### config.mk
export PLATFORM = sky130hd
export DESIGN_NAME = cycle_sequencer_flat
export DESIGN_NICKNAME = d
export VERILOG_FILES = /design/src/rtl/seq_pkg.sv /design/src/rtl/cycle_sequencer_if.sv /design/src/rtl/mem_timeout_ctr.sv /design/src/rtl/cycle_sequencer.sv /design/src/flat_wrapper.sv
export SDC_FILE = /design/constraint.sdc
export NUM_CORES = 1
export LEC_CHECK = 0
export CAP_MARGIN = 15
export CORE_AREA = 2 2 68 70
export CTS_CLUSTER_DIAMETER = 40
export DETAILED_ROUTE_END_ITERATION = 8
export DIE_AREA = 0 0 70 72
export PLACE_DENSITY = 0.69
export SLEW_MARGIN = 20
export SYNTH_ARGS = -nofsm -noshare
export SYNTH_HDL_FRONTEND = slang
export SYNTH_HIERARCHICAL = 1
export SYNTH_SLANG_ARGS = --single-unit
### constraint.sdc
create_clock -name clk -period 6.6 [get_ports clk]
set_input_delay 0.99 -clock clk [delete_from_list [all_inputs] [get_ports clk]]
set_output_delay 0.99 -clock clk [all_outputs]
set_load 0.02 [all_outputs]
### src/rtl/seq_pkg.sv
// Shared types and constants for the multi-cycle instruction sequencer.
// State encodings are visible on the state output and must stay stable.
package seq_pkg;

    typedef enum logic [2:0] {
        S_FETCH  = 3'd0,
        S_DECODE = 3'd1,
        S_EXEC   = 3'd2,
        S_MEM    = 3'd3,
        S_WB     = 3'd4,
        S_HALT   = 3'd5,
        S_ERR    = 3'd6
    } seq_state_e;

    localparam int unsigned SEQ_MEM_TIMEOUT = 64;
    localparam int unsigned SEQ_WAIT_W      = 8;

    function automatic logic is_wait(input seq_state_e s);
        return (s == S_FETCH) || (s == S_MEM);
    endfunction

endpackage

### src/rtl/cycle_sequencer_if.sv
// Control-unit / memory / datapath bundle around the cycle sequencer.
// master = sequencer side, slave = datapath side.
interface cycle_sequencer_if;

    logic        imem_done;
    logic        dmem_done;
    logic        ctl_regwrite;
    logic        ctl_memwrite;
    logic        ctl_memtoreg;
    logic        ctl_halt;
    logic        rf_err;

    logic        imem_req;
    logic        ir_write;
    logic        dmem_req;
    logic        dmem_wr;
    logic        rf_write;
    logic        pc_write;
    logic        halted;
    logic        err;
    logic [2:0]  state;
    logic [15:0] instr_count;

    modport master (
        input  imem_done, dmem_done,
        input  ctl_regwrite, ctl_memwrite, ctl_memtoreg, ctl_halt,
        input  rf_err,
        output imem_req, ir_write, dmem_req, dmem_wr, rf_write, pc_write,
        output halted, err, state, instr_count
    );

    modport slave (
        output imem_done, dmem_done,
        output ctl_regwrite, ctl_memwrite, ctl_memtoreg, ctl_halt,
        output rf_err,
        input  imem_req, ir_write, dmem_req, dmem_wr, rf_write, pc_write,
        input  halted, err, state, instr_count
    );

endinterface

### src/rtl/mem_timeout_ctr.sv
// Wait-cycle counter for memory handshakes; flags the cycle that would
// bring the count up to the limit so the sequencer can abandon the wait.
module mem_timeout_ctr #(
    parameter int unsigned W = 8
) (
    input  logic         clk,
    input  logic         rst,
    input  logic         clear_i,
    input  logic         enable_i,
    input  logic [W-1:0] limit_i,
    output logic         expired_o
);

    logic [W-1:0] cnt_q;
    logic [W-1:0] cnt_d;

    always_comb begin
        cnt_d = cnt_q;
        if (clear_i) begin
            cnt_d = '0;
        end else if (enable_i) begin
            cnt_d = cnt_q + W'(1);
        end
    end

    always_ff @(posedge clk or negedge rst) begin
        if (!rst) begin
            cnt_q <= '0;
        end else begin
            cnt_q <= cnt_d;
        end
    end

    // Independent of enable so the caller can gate it without a comb loop
    assign expired_o = ({1'b0, cnt_q} + (W + 1)'(1)) >= {1'b0, limit_i};

endmodule

### src/rtl/cycle_sequencer.sv
// Multi-cycle FETCH/DECODE/EXEC/MEM/WB sequencer with handshake timeouts,
// sticky HALT/ERR terminal states and a retired-instruction counter.
module cycle_sequencer
    import seq_pkg::*;
#(
    parameter int unsigned MEM_TIMEOUT = SEQ_MEM_TIMEOUT
) (
    input  logic                  clk,
    input  logic                  rst,
    cycle_sequencer_if.master     bus
);

    localparam logic [SEQ_WAIT_W-1:0] LIMIT = SEQ_WAIT_W'(MEM_TIMEOUT);

    seq_state_e  state_q;
    seq_state_e  state_d;
    logic [15:0] icnt_q;
    logic [15:0] icnt_d;

    logic imem_req;
    logic ir_write;
    logic dmem_req;
    logic dmem_wr;
    logic rf_write;
    logic pc_write;
    logic wait_en;
    logic wait_clr;
    logic expired;

    assign wait_en = ((state_q == S_FETCH) && !bus.imem_done)
                  || ((state_q == S_MEM) && !bus.dmem_done);
    assign wait_clr = !is_wait(state_q);

    mem_timeout_ctr #(
        .W(SEQ_WAIT_W)
    ) u_ctr (
        .clk       (clk),
        .rst       (rst),
        .clear_i   (wait_clr),
        .enable_i  (wait_en),
        .limit_i   (LIMIT),
        .expired_o (expired)
    );

    always_comb begin
        state_d  = state_q;
        imem_req = 1'b0;
        ir_write = 1'b0;
        dmem_req = 1'b0;
        dmem_wr  = 1'b0;
        rf_write = 1'b0;
        pc_write = 1'b0;
        unique case (state_q)
            S_FETCH: begin
                imem_req = 1'b1;
                if (bus.imem_done) begin
                    ir_write = 1'b1;
                    state_d  = S_DECODE;
                end else if (expired) begin
                    state_d = S_ERR;
                end
            end
            S_DECODE: begin
                state_d = bus.ctl_halt ? S_HALT : S_EXEC;
            end
            S_EXEC: begin
                if (bus.ctl_memwrite && bus.ctl_memtoreg) begin
                    state_d = S_ERR;
                end else if (bus.ctl_memwrite || bus.ctl_memtoreg) begin
                    state_d = S_MEM;
                end else if (bus.ctl_regwrite) begin
                    state_d = S_WB;
                end else begin
                    pc_write = 1'b1;
                    state_d  = S_FETCH;
                end
            end
            S_MEM: begin
                dmem_req = 1'b1;
                dmem_wr  = bus.ctl_memwrite;
                if (bus.dmem_done) begin
                    if (bus.ctl_memtoreg) begin
                        state_d = S_WB;
                    end else begin
                        pc_write = 1'b1;
                        state_d  = S_FETCH;
                    end
                end else if (expired) begin
                    state_d = S_ERR;
                end
            end
            S_WB: begin
                rf_write = 1'b1;
                pc_write = 1'b1;
                state_d  = S_FETCH;
            end
            S_HALT, S_ERR: begin
            end
            default: begin
                state_d = S_ERR;
            end
        endcase
        // Register-file fault wins; only the in-flight memory requests stay up
        if (bus.rf_err && (state_q != S_HALT) && (state_q != S_ERR)) begin
            ir_write = 1'b0;
            dmem_wr  = 1'b0;
            rf_write = 1'b0;
            pc_write = 1'b0;
            state_d  = S_ERR;
        end
    end

    always_comb begin
        icnt_d = icnt_q;
        if (pc_write) begin
            icnt_d = icnt_q + 16'd1;
        end
    end

    always_ff @(posedge clk or negedge rst) begin
        if (!rst) begin
            state_q <= S_FETCH;
            icnt_q  <= 16'd0;
        end else begin
            state_q <= state_d;
            icnt_q  <= icnt_d;
        end
    end

    assign bus.imem_req    = rst & imem_req;
    assign bus.ir_write    = rst & ir_write;
    assign bus.dmem_req    = rst & dmem_req;
    assign bus.dmem_wr     = rst & dmem_wr;
    assign bus.rf_write    = rst & rf_write;
    assign bus.pc_write    = rst & pc_write;
    assign bus.halted      = (state_q == S_HALT);
    assign bus.err         = (state_q == S_ERR);
    assign bus.state       = state_q;
    assign bus.instr_count = icnt_q;

endmodule

### src/flat_wrapper.sv
// flat-port wrapper written by rule: the top's interface ports become plain ports
module cycle_sequencer_flat import seq_pkg::*;
#(
    parameter int unsigned MEM_TIMEOUT = SEQ_MEM_TIMEOUT
)
  (clk, rst, bus_imem_done, bus_dmem_done, bus_ctl_regwrite, bus_ctl_memwrite, bus_ctl_memtoreg, bus_ctl_halt, bus_rf_err, bus_imem_req, bus_ir_write, bus_dmem_req, bus_dmem_wr, bus_rf_write, bus_pc_write, bus_halted, bus_err, bus_state, bus_instr_count);
  cycle_sequencer_if bus_i ();
  input  logic clk;
  input  logic rst;
  input wire logic [$bits(bus_i.imem_done)-1:0] bus_imem_done;
  input wire logic [$bits(bus_i.dmem_done)-1:0] bus_dmem_done;
  input wire logic [$bits(bus_i.ctl_regwrite)-1:0] bus_ctl_regwrite;
  input wire logic [$bits(bus_i.ctl_memwrite)-1:0] bus_ctl_memwrite;
  input wire logic [$bits(bus_i.ctl_memtoreg)-1:0] bus_ctl_memtoreg;
  input wire logic [$bits(bus_i.ctl_halt)-1:0] bus_ctl_halt;
  input wire logic [$bits(bus_i.rf_err)-1:0] bus_rf_err;
  output wire logic [$bits(bus_i.imem_req)-1:0] bus_imem_req;
  output wire logic [$bits(bus_i.ir_write)-1:0] bus_ir_write;
  output wire logic [$bits(bus_i.dmem_req)-1:0] bus_dmem_req;
  output wire logic [$bits(bus_i.dmem_wr)-1:0] bus_dmem_wr;
  output wire logic [$bits(bus_i.rf_write)-1:0] bus_rf_write;
  output wire logic [$bits(bus_i.pc_write)-1:0] bus_pc_write;
  output wire logic [$bits(bus_i.halted)-1:0] bus_halted;
  output wire logic [$bits(bus_i.err)-1:0] bus_err;
  output wire logic [$bits(bus_i.state)-1:0] bus_state;
  output wire logic [$bits(bus_i.instr_count)-1:0] bus_instr_count;
  assign bus_i.imem_done = bus_imem_done;
  assign bus_i.dmem_done = bus_dmem_done;
  assign bus_i.ctl_regwrite = bus_ctl_regwrite;
  assign bus_i.ctl_memwrite = bus_ctl_memwrite;
  assign bus_i.ctl_memtoreg = bus_ctl_memtoreg;
  assign bus_i.ctl_halt = bus_ctl_halt;
  assign bus_i.rf_err = bus_rf_err;
  assign bus_imem_req = bus_i.imem_req;
  assign bus_ir_write = bus_i.ir_write;
  assign bus_dmem_req = bus_i.dmem_req;
  assign bus_dmem_wr = bus_i.dmem_wr;
  assign bus_rf_write = bus_i.rf_write;
  assign bus_pc_write = bus_i.pc_write;
  assign bus_halted = bus_i.halted;
  assign bus_err = bus_i.err;
  assign bus_state = bus_i.state;
  assign bus_instr_count = bus_i.instr_count;
  cycle_sequencer #(.MEM_TIMEOUT(MEM_TIMEOUT)) u_core (.clk(clk), .rst(rst), .bus(bus_i));
endmodule
### Word-level counts from Yosys, hierarchy flattened

Index checks and enable logic that the tools add are counted.

| storage, ports and cells | value |
|---|---|
| flip-flop bits (word level) | 27 |
| output and inout bits | 27 |
| logic and storage cells | 63 |

| cells by class | value |
|---|---|
| add/subtract/negate cells | 3 |
| $lt $le $gt $ge | 1 |
| equal/unequal tests | 10 |
| mux-type cells | 28 |
| bitwise operators | 6 |
| reduce and logical (&&, ||, !) cells | 12 |

Operators by type and width:

| cell | count |
|---|---|
| $mux 3 | 9 |
| $pmux 3 s6 | 1 |
| $add 16x1->16 const B | 1 |
| $mux 8 | 2 |
| $mux 1 | 15 |
| $add 8x1->9 const B | 1 |
| $eq 3x3->1 const B | 3 |
| $ge 9x7->1 const B | 1 |
| $add 8x1->8 const B | 1 |
| $and 1x1->1 | 6 |
| $eq 3x2->1 const B | 2 |
| $ne 3x3->1 const B | 2 |
| $logic_and 1x1->1 | 5 |
| $eq 3x1->1 const B | 1 |
| $logic_not 3->1 | 1 |
| $logic_or 1x1->1 | 3 |
| $pmux 1 s3 | 1 |
| $logic_not 1->1 | 2 |
| $ne 2x1->1 const B | 1 |
| $ne 2x2->1 const B | 1 |
| $reduce_or 2->1 | 1 |

### Longest topological paths before layout

Gate-level depths: netlist (run 1).

| depth | value |
|---|---|
| word-level depth | 6 |
| gate-level depth with buffers | 13 |
| mapped depth without buffers | 13 |

### Cells and area by module

Netlist (run 1), hierarchy kept.

Modules (own cells, without submodules):

| module | instances | cells each | area an instance (µm²) | seq. area each (µm²) |
|---|---|---|---|---|
| cycle_sequencer | 1 | 124 | 1,199.9 | 475.5 |
| mem_timeout_ctr | 1 | 76 | 651.9 | 200.2 |

### Least setup slack after synthesis (run 1)

No wires, ideal clock.

| timing | value |
|---|---|
| path kind | in2out |
| start | input port bus_ctl_memwrite |
| end | output port bus_pc_write |
| arrival | 2,503 ps |
| required time | 5,610 ps |
| setup slack | 3,107 ps |
| cell stages on the path | 5 |
| path buffers | 0 |
| cell sequence | ha_1 -> or4b_4 -> a211oi_4 -> nor2_1 -> nor2b_1 |

| on the way | value |
|---|---|
| word-level cells in the longest chain between the ends | 6 |
| elaborated cells on any way between the ends | 7 |

Ends and longest elaborated chain:

| what | line | RTL |
|---|---|---|
| start, declared | flat_wrapper.sv:13 | `input wire logic [$bits(bus_i.ctl_memwrite)-1:0] bus_ctl_memwrite;` |
| $logic_or 1x1->1 | cycle_sequencer.sv:69 | `end else if (bus.ctl_memwrite \|\| bus.ctl_memtoreg) begin` |
| $mux 1 | cycle_sequencer.sv:69 |  |
| $mux 1 * | cycle_sequencer.sv:67 | `if (bus.ctl_memwrite && bus.ctl_memtoreg) begin` |
| $pmux 1 s3 * | cycle_sequencer.sv:53 | `unique case (state_q)` |
| $mux 1 * | cycle_sequencer.sv:104 | `if (bus.rf_err && (state_q != S_HALT) && (state_q != S_ERR)) begin` |
| $and 1x1->1 * | cycle_sequencer.sv:135 | `assign bus.pc_write = rst & pc_write;` |
| end, declared | flat_wrapper.sv:22 | `output wire logic [$bits(bus_i.pc_write)-1:0] bus_pc_write;` |

Mark *: on every way between the ends. The rest lies on a longest branch, timed or not.

### Worst setup path after layout (run 1)

| timing | value |
|---|---|
| start | input port bus_ctl_memtoreg |
| end | output port bus_pc_write |

| on the way | value |
|---|---|
| word-level cells in the longest chain between the ends | 6 |
| elaborated cells on any way between the ends | 9 |

Ends and longest elaborated chain:

| what | line | RTL |
|---|---|---|
| start, declared | flat_wrapper.sv:14 | `input wire logic [$bits(bus_i.ctl_memtoreg)-1:0] bus_ctl_memtoreg;` |
| $logic_or 1x1->1 | cycle_sequencer.sv:69 |  |
| $mux 1 | cycle_sequencer.sv:69 |  |
| $mux 1 | cycle_sequencer.sv:67 |  |
| $pmux 1 s3 * | cycle_sequencer.sv:53 |  |
| $mux 1 * | cycle_sequencer.sv:104 |  |
| $and 1x1->1 * | cycle_sequencer.sv:135 |  |

Marked as above.

==> results by group, run 1 <==
Die
  – Starting Density: 0.4343
  – Die Outline Area: 5040 um2
  – Floorplan Core Area: 4264 um2
  – Chip Width: 70 um
  – Total I/O pin count: 36
  – Height of the chip: 72 um
  – Number of cell rows: 24

Power and ir drop
  – Combinational group share of total power: 0.096
  – Max VDD drop: 145.1 uV
  – Internal power summed over all cells: 222.7 uW
  – Clk network pwr share: 0.322
  – Total power divided by cell area: 126.7 nW/um2
  – Sw power: 68.31 uW
  – Share of total power consumed by net switching: 0.2347
  – Leak: 0.9453 nW
  – Portion of total power attributed to sequential cells: 0.583

Setup path
  – Critical path data arrival time: 3.73 ns
  – Minimum setup slack among reg-to-reg paths: 3.83 ns
  – Crit Path Category: in2out
  – Startpoint kind of the worst setup timing path: primary input
  – Highest fanout seen on the critical path: 15
  – Startpoint of the worst setup timing path: bus_ctl_memtoreg
  – Required @ worst endpoint: 5.61 ns
  – Critical register-to-register path endpoint: u_core/bus.state[1]$_DFFE_PN0P_
  – R2R depth: 13
  – Source of the worst register-to-register timing path: u_core/u_ctr/cnt_q[0]$_DFFE_PN0P_
  – CP endpoint: bus_pc_write
  – Crit end category: output port

Route
  – DRT Wirelength: 3720 um
  – DR WL/cell: 12.92 um
  – Number of remaining DRC errors: 0
  – Antenna Violating Nets Remaining: 0
  – Violation count after the first detailed-route iteration: 88
  – Total iterations of the first detailed-routing run: 4
  – Via count: 1508
  – Post-DR vias/cell: 5.236

Logic synthesis
  – Number of enable-type register cells in the synthesized netlist: 0
  – Count leader, synth: dfrtp_1
  – Count of mapped cells out of synthesis: 200
  – Leading register cell type out of synthesis: dfrtp_1
  – Sequential element share of the synthesized area: 0.3649
  – Async set or reset register ratio after synthesis: 1.000
  – Ys Warns: 6
  – Leading post-synthesis cells by cell area: dfrtp_1 (36%), xnor2_1 (9.9%), ha_1 (8.8%)
  – Netlist area before placement: 1852 um2
  – Portion of synthesized cell area occupied by the leading cell type: 0.3649
  – Average size of a mapped cell: 9.259 um2
  – Flip-flop and latch count after synthesis: 27
  – Commonest cells in the netlist: dfrtp_1 (27), nor2_1 (24), xnor2_1 (21)
  – Yosys top cell by area: dfrtp_1
  – Number of distinct standard cells referenced by the synthesized netlist: 45

Global routing
  – Global-route wire length before repair: 6561 um
  – Number of global-route vias before repair: 1428
  – Maximum number of pins on one net before global-route repair: 31
  – Total global routing overflow: 0
  – Number of antenna violations at the first check in global routing: 0
  – GRT Overall Usage: 0.1569

Clock tree
  – Number of gates resized after cts: 0
  – Clock root buffer master: clkbuf_8
  – CTS H-Tree Depth: 1
  – Post-CTS clock slew at the launch and capture registers of the worst setup and hold paths: 0.09 ns
  – Skew-Pair Late Insertion Delay: 0.27 ns
  – Number of buffers created by CTS: 3
  – CTS Hold Bufs: 0
  – Number of buffers between clock root and the deepest sink: 2
  – TritonCTS clock tree: done
  – Number of post-CTS setup repair buffers: 0
  – Clock sinks: 27

STA
  – Maximum clock rate: 0.2117 GHz
  – Setup violation total in the final timing report: 0
  – Pin slew with the least headroom to its limit: 0.5878 ns
  – Final max-slew violation count: 0
  – Post-route fraction of the period consumed by the critical path: 0.7158
  – Setup repair after global routing missed its margin: false
  – Total Negative Setup Slacks: 0 ns
  – Final Critical Period: 4.724 ns
  – Normalized max-slew margin: 0.6069
  – Total count of hold-check failures in the final report: 0
  – Largest clock skew in the final design: 0.001345 ns

Placed design
  – Placed Area: 2250 um2
  – Final estimated routing congestion in global placement: 0.7692
  – Placed wire-length estimate after detailed placement: 2770 um
  – Number of buffers inserted by port buffering: 35

Final layout
  – Multi-input combinational cell area: 1106 um2
  – Sequential cell area: 675.6 um2
  – Fraction of layout cells with a size suffix above 1: 0.05508
  – Post-synthesis to final-layout area growth: 23.99%
  – Net count, final: 259
  – Design area: 2296 um2
  – Core utilization of the finished layout: 0.5384
  – Final antenna diode count: 0
  – Fill count: 416

Min path
  – Min-delay worst type: reg2reg

Status
  – Run status: complete, no violations

Job
  – Max-cap violations: 0
-- through the flow --
stage | hold slack [ns] | power (mW) | instances | setup slack, ns
detailed placement | 0.4782 | 0.2006 | 284 | 1.866
CTS | 0.4977 | 0.2951 | 288 | 1.870
global placement | 0.4628 | 0.2004 | 284 | 1.905
floorplan | 0.5276 | 0.1842 | 206 | 3.107
finish | 0.4872 | 0.2910 | 288 | 1.876
global route | 0.5195 | 0.3059 | 288 | 1.707
-- how the worst min path moves through the flow --
stage,startpoint,end,depth (start not counted)
3_5_place_dp,u_core/bus.instr_count[15]$_DFFE_PN0P_,u_core/bus.instr_count[15]$_DFFE_PN0P_,1
5_1_grt,u_core/bus.instr_count[15]$_DFFE_PN0P_,u_core/bus.instr_count[15]$_DFFE_PN0P_,1
6_report,u_core/bus.instr_count[15]$_DFFE_PN0P_,u_core/bus.instr_count[15]$_DFFE_PN0P_,1
4_1_cts,u_core/bus.instr_count[9]$_DFFE_PN0P_,u_core/bus.instr_count[9]$_DFFE_PN0P_,1
2_1_floorplan,u_core/u_ctr/cnt_q[1]$_DFFE_PN0P_,u_core/u_ctr/cnt_q[1]$_DFFE_PN0P_,2
3_3_place_gp,u_core/bus.instr_count[15]$_DFFE_PN0P_,u_core/bus.instr_count[15]$_DFFE_PN0P_,1
-- cells by family after synthesis --
logic type | synth area share
AND/OR/NAND/NOR | 0.1987
AO/OA/AOI/OAI | 0.1385
XOR/XNOR | 0.1277
flip-flops | 0.3649
buffers and inverters | 0.04999
adder cells (fa/ha/maj) | 0.08784
multiplexers | 0.02838
other | 0.004056
-- layout by cell type (no fill, tap or decap), types with 2 or more instances in the layout --
master	instances
and3_1	7
nor3b_1	2
o21ai_0	7
xor2_1	6
xnor2_1	21
nand4_1	3
nand2b_1	2
clkdlybuf4s50_1	35
mux2i_1	3
clkbuf_8	3
inv_1	12
nor2_1	24
conb_1	8
and4_1	4
ha_1	13
nand3_1	5
mux2_2	2
o2111ai_1	9
o211ai_1	2
nand2_1	11
a21oi_1	8
dfrtp_1	27
-- state kept, by name (all words and copies together) (netlist names) --
register	count
u_core/bus.state	3
u_core/bus.instr_count	16
u_core/u_ctr/cnt_q	8
-- power by group through the flow --
stage / combinational [mW] / sequential [mW] / clock, mW
finish: 0.0279 / 0.170 / 0.0936
global route: 0.0318 / 0.170 / 0.104
CTS: 0.0282 / 0.169 / 0.0974
floorplan: 0.00936 / 0.175 / 0
detailed placement: 0.0279 / 0.173 / 0
global placement: 0.0276 / 0.173 / 0
-- critical path: stages --
cell             delay [ns]
clkdlybuf4s50_1        0.47
ha_1                   0.22
or4b_4                 0.53
a211oi_4               0.57
nor2_1                 0.19
nor2b_1                0.15
clkdlybuf4s50_1        0.61
-- layout make-up --
class,instances,share of cell area
Timing Repair Buffer,36,0.1559
Clock inverter,1,0.002180
Tap cell,52,0.02834
Multi-Input combinational cell,157,0.4817
Inverter,12,0.01962
Clock buffer,3,0.01798
Sequential cell,27,0.2943
-- per-layer routing --
metal,vias to the layer above,wire length [um],global-route usage
li1,775,-,-
met1,693,1834,0.2291
met2,38,1699,0.2561
met3,2,174,0.02500
met4,0,12,0.01923
met5,-,0,0
Note: power is estimated with default switching activity, not from simulation.
==> run 2: changes to the inputs <==
--- a/config.mk
+++ b/config.mk
@@ -10,7 +10,7 @@
 export CTS_CLUSTER_DIAMETER = 40
 export DETAILED_ROUTE_END_ITERATION = 8
 export DIE_AREA = 0 0 70 72
-export PLACE_DENSITY = 0.69
+export PLACE_DENSITY = 0.72
 export SLEW_MARGIN = 20
 export SYNTH_ARGS = -nofsm -noshare
 export SYNTH_HDL_FRONTEND = slang
==> constraint.sdc (replaced) <==
create_clock -name clk -period 3.9 [get_ports clk]
set_input_delay 0.585 -clock clk [delete_from_list [all_inputs] [get_ports clk]]
set_output_delay 0.585 -clock clk [all_outputs]
set_load 0.02 [all_outputs]
==> run 2 against run 1 <==
Count of clock-buffer cells in the layout up 1. Critical path depth did not move. First-iteration DRC count is 2.3% lower. Design area is 0.27% higher. Wire length is 1.5% lower. Clock skew rose by 0.00056 ns. Combinational power grew 68%. Via count up 0.66%. Core utilization grew 0.15 points. Sequential power rose by 69%. Cell count increased by 0.35%.
==> results by group, run 2 (synthesis results as in run 1) <==
Final layout
  – Most common cell after layout, fill and taps aside: clkdlybuf4s50_1
  – Most frequent cells in the layout: clkdlybuf4s50_1 (35), dfrtp_1 (27), nor2_1 (24), xnor2_1 (21), ha_1 (13)
  – Fill count: 423
  – Final antenna diode count: 0
  – Final instance count without filler cells: 289
  – Fraction of layout cells with a size suffix above 1: 0.05485
  – Post-synthesis to final-layout area growth: 24.32%
  – Number of flip-flops in the largest register: 16
  – Net count, final: 260

Global routing
  – Met2 Usage GRT: 0.2476
  – GRT Overall Usage: 0.1500
  – Met1 global-route usage: 0.2126
  – Number of global-route vias before repair: 1422
  – Total global routing overflow: 0
  – Maximum number of pins on one net before global-route repair: 25
  – Met3 Track Usage GR: 0.01528
  – Global-route wire length before repair: 6251 um
  – Top Usage Layer GRT: met2
  – Number of antenna violations at the first check in global routing: 0

Die
  – Number of cell rows: 24
  – Total I/O pin count: 36
  – Height of the chip: 72 um
  – Floorplan Core Area: 4264 um2
  – Die Outline Area: 5040 um2
  – Chip Width: 70 um
  – Starting Density: 0.4343

Setup path
  – Highest fanout seen on the critical path: 4
  – Startpoint of the worst setup timing path: bus_ctl_memtoreg
  – Critical path data arrival time: 3.00 ns
  – Minimum setup slack among reg-to-reg paths: 1.12 ns
  – Crit end category: output port
  – Startpoint kind of the worst setup timing path: primary input
  – Crit Path Category: in2out
  – Critical register-to-register path endpoint: u_core/bus.state[1]$_DFFE_PN0P_
  – Source of the worst register-to-register timing path: u_core/u_ctr/cnt_q[0]$_DFFE_PN0P_
  – R2R depth: 13
  – Required @ worst endpoint: 3.31 ns

Route
  – DRT Wirelength: 3663 um
  – DR WL/cell: 12.67 um
  – Number of remaining DRC errors: 0
  – Antenna Violating Nets Remaining: 0
  – Total iterations of the first detailed-routing run: 4
  – Violation count after the first detailed-route iteration: 86
  – Post-DR vias/cell: 5.253
  – Via count: 1518

Placed design
  – Number of buffers inserted by port buffering: 35
  – Placed wire-length estimate after detailed placement: 2779 um
  – Post-placement setup slack: 0.3247 ns
  – Count of placed standard cells including taps: 285
  – Final estimated routing congestion in global placement: 0.7684

Min path
  – Endpoint with the worst hold slack: u_core/bus.instr_count[15]$_DFFE_PN0P_
  – Worst hold path startpoint: u_core/bus.instr_count[15]$_DFFE_PN0P_
  – Min-delay worst type: reg2reg
  – Worst hold path cell count: 1

STA
  – Final max-slew violation count: 0
  – Total count of hold-check failures in the final report: 0
  – Pin slew with the least headroom to its limit: 0.5105 ns
  – Setup repair after global routing missed its margin: false
  – Fin worst setup slack: 0.3195 ns
  – Maximum clock rate: 0.2793 GHz
  – Largest clock skew in the final design: 0.001903 ns
  – Setup violation total in the final timing report: 0
  – Post-route fraction of the period consumed by the critical path: 0.9181
  – Normalized max-slew margin: 0.6597
  – Final Critical Period: 3.581 ns
  – Total Negative Setup Slacks: 0 ns

Clock tree
  – Post-CTS clock slew at the launch and capture registers of the worst setup and hold paths: 0.08 ns
  – TritonCTS clock tree: done
  – Skew-Pair Late Insertion Delay: 0.26 ns
  – Number of buffers created by CTS: 3
  – Number of buffers between clock root and the deepest sink: 2
  – Number of post-CTS setup repair buffers: 0
  – Clock sinks: 27
  – CTS H-Tree Depth: 1
  – Number of gates resized after cts: 0
  – Clock root buffer master: clkbuf_8
  – CTS Hold Bufs: 0

Power and ir drop
  – Max VDD drop: 151.8 uV
  – Leak: 0.9480 nW
  – Total power divided by cell area: 209.3 nW/um2

Job
  – Max-cap violations: 0

Status
  – Run status: complete, no violations
run 2: worst max path at each step:
| stage | cells after the start | endpoint | slack (ns) |
|---|---|---|---|
| 2_1_floorplan | 5 | bus_pc_write | 1.22 |
| 3_3_place_gp | 7 | bus_pc_write | 0.33 |
| 3_5_place_dp | 7 | bus_pc_write | 0.32 |
| 4_1_cts | 7 | bus_pc_write | 0.32 |
| 5_1_grt | 8 | bus_pc_write | 0.22 |
| 6_report | 7 | bus_pc_write | 0.32 |
run 2: layout make-up:
cell class,instances,area [um2],share of cell area
multi-input combinational,157,1106,0.4804
inverter,12,45.04,0.01957
timing repair buffer,37,365.4,0.1587
sequential,27,675.6,0.2935
tap,52,65.06,0.02826
clock buffer,4,45.04,0.01957
run 2: per-stage QoR:
step	hold slack, ns	cell area (um2)	util	total power [mW]
6_report	0.4809	2302	0.5399	0.4819
5_1_grt	0.5185	2302	0.5399	0.5079
4_1_cts	0.4836	2302	0.5399	0.4903
3_5_place_dp	0.4687	2257	0.5293	0.3395
3_3_place_gp	0.4618	2257	0.5293	0.3389
2_1_floorplan	0.2894	1874	-	0.3118
run 2: power breakdown:
| group | switching [mW] | internal [mW] | leakage, nW | total, mW |
|---|---|---|---|---|
| Clock | 0.0754 | 0.0728 | 0.0228 | 0.148 |
| Sequential | 0.00384 | 0.283 | 0.366 | 0.287 |
| Combinational | 0.0245 | 0.0224 | 0.559 | 0.0469 |
| Total | 0.104 | 0.378 | 0.948 | 0.482 |
run 2: metal layers:
metal	wire, um	up-vias	part of all wire
met1	1855	700	0.51
met3	165	2	0.045
met4	17	0	0.0046
met2	1623	42	0.44
met5	0	-	0
li1	-	774	-
run 2: worst max-delay path: stages:
cell             delay [ns]
clkdlybuf4s50_1        0.46
ha_1                   0.22
or4b_4                 0.53
a211oi_4               0.30
nor2_1                 0.15
nor2b_1                0.14
clkdlybuf4s50_1        0.61
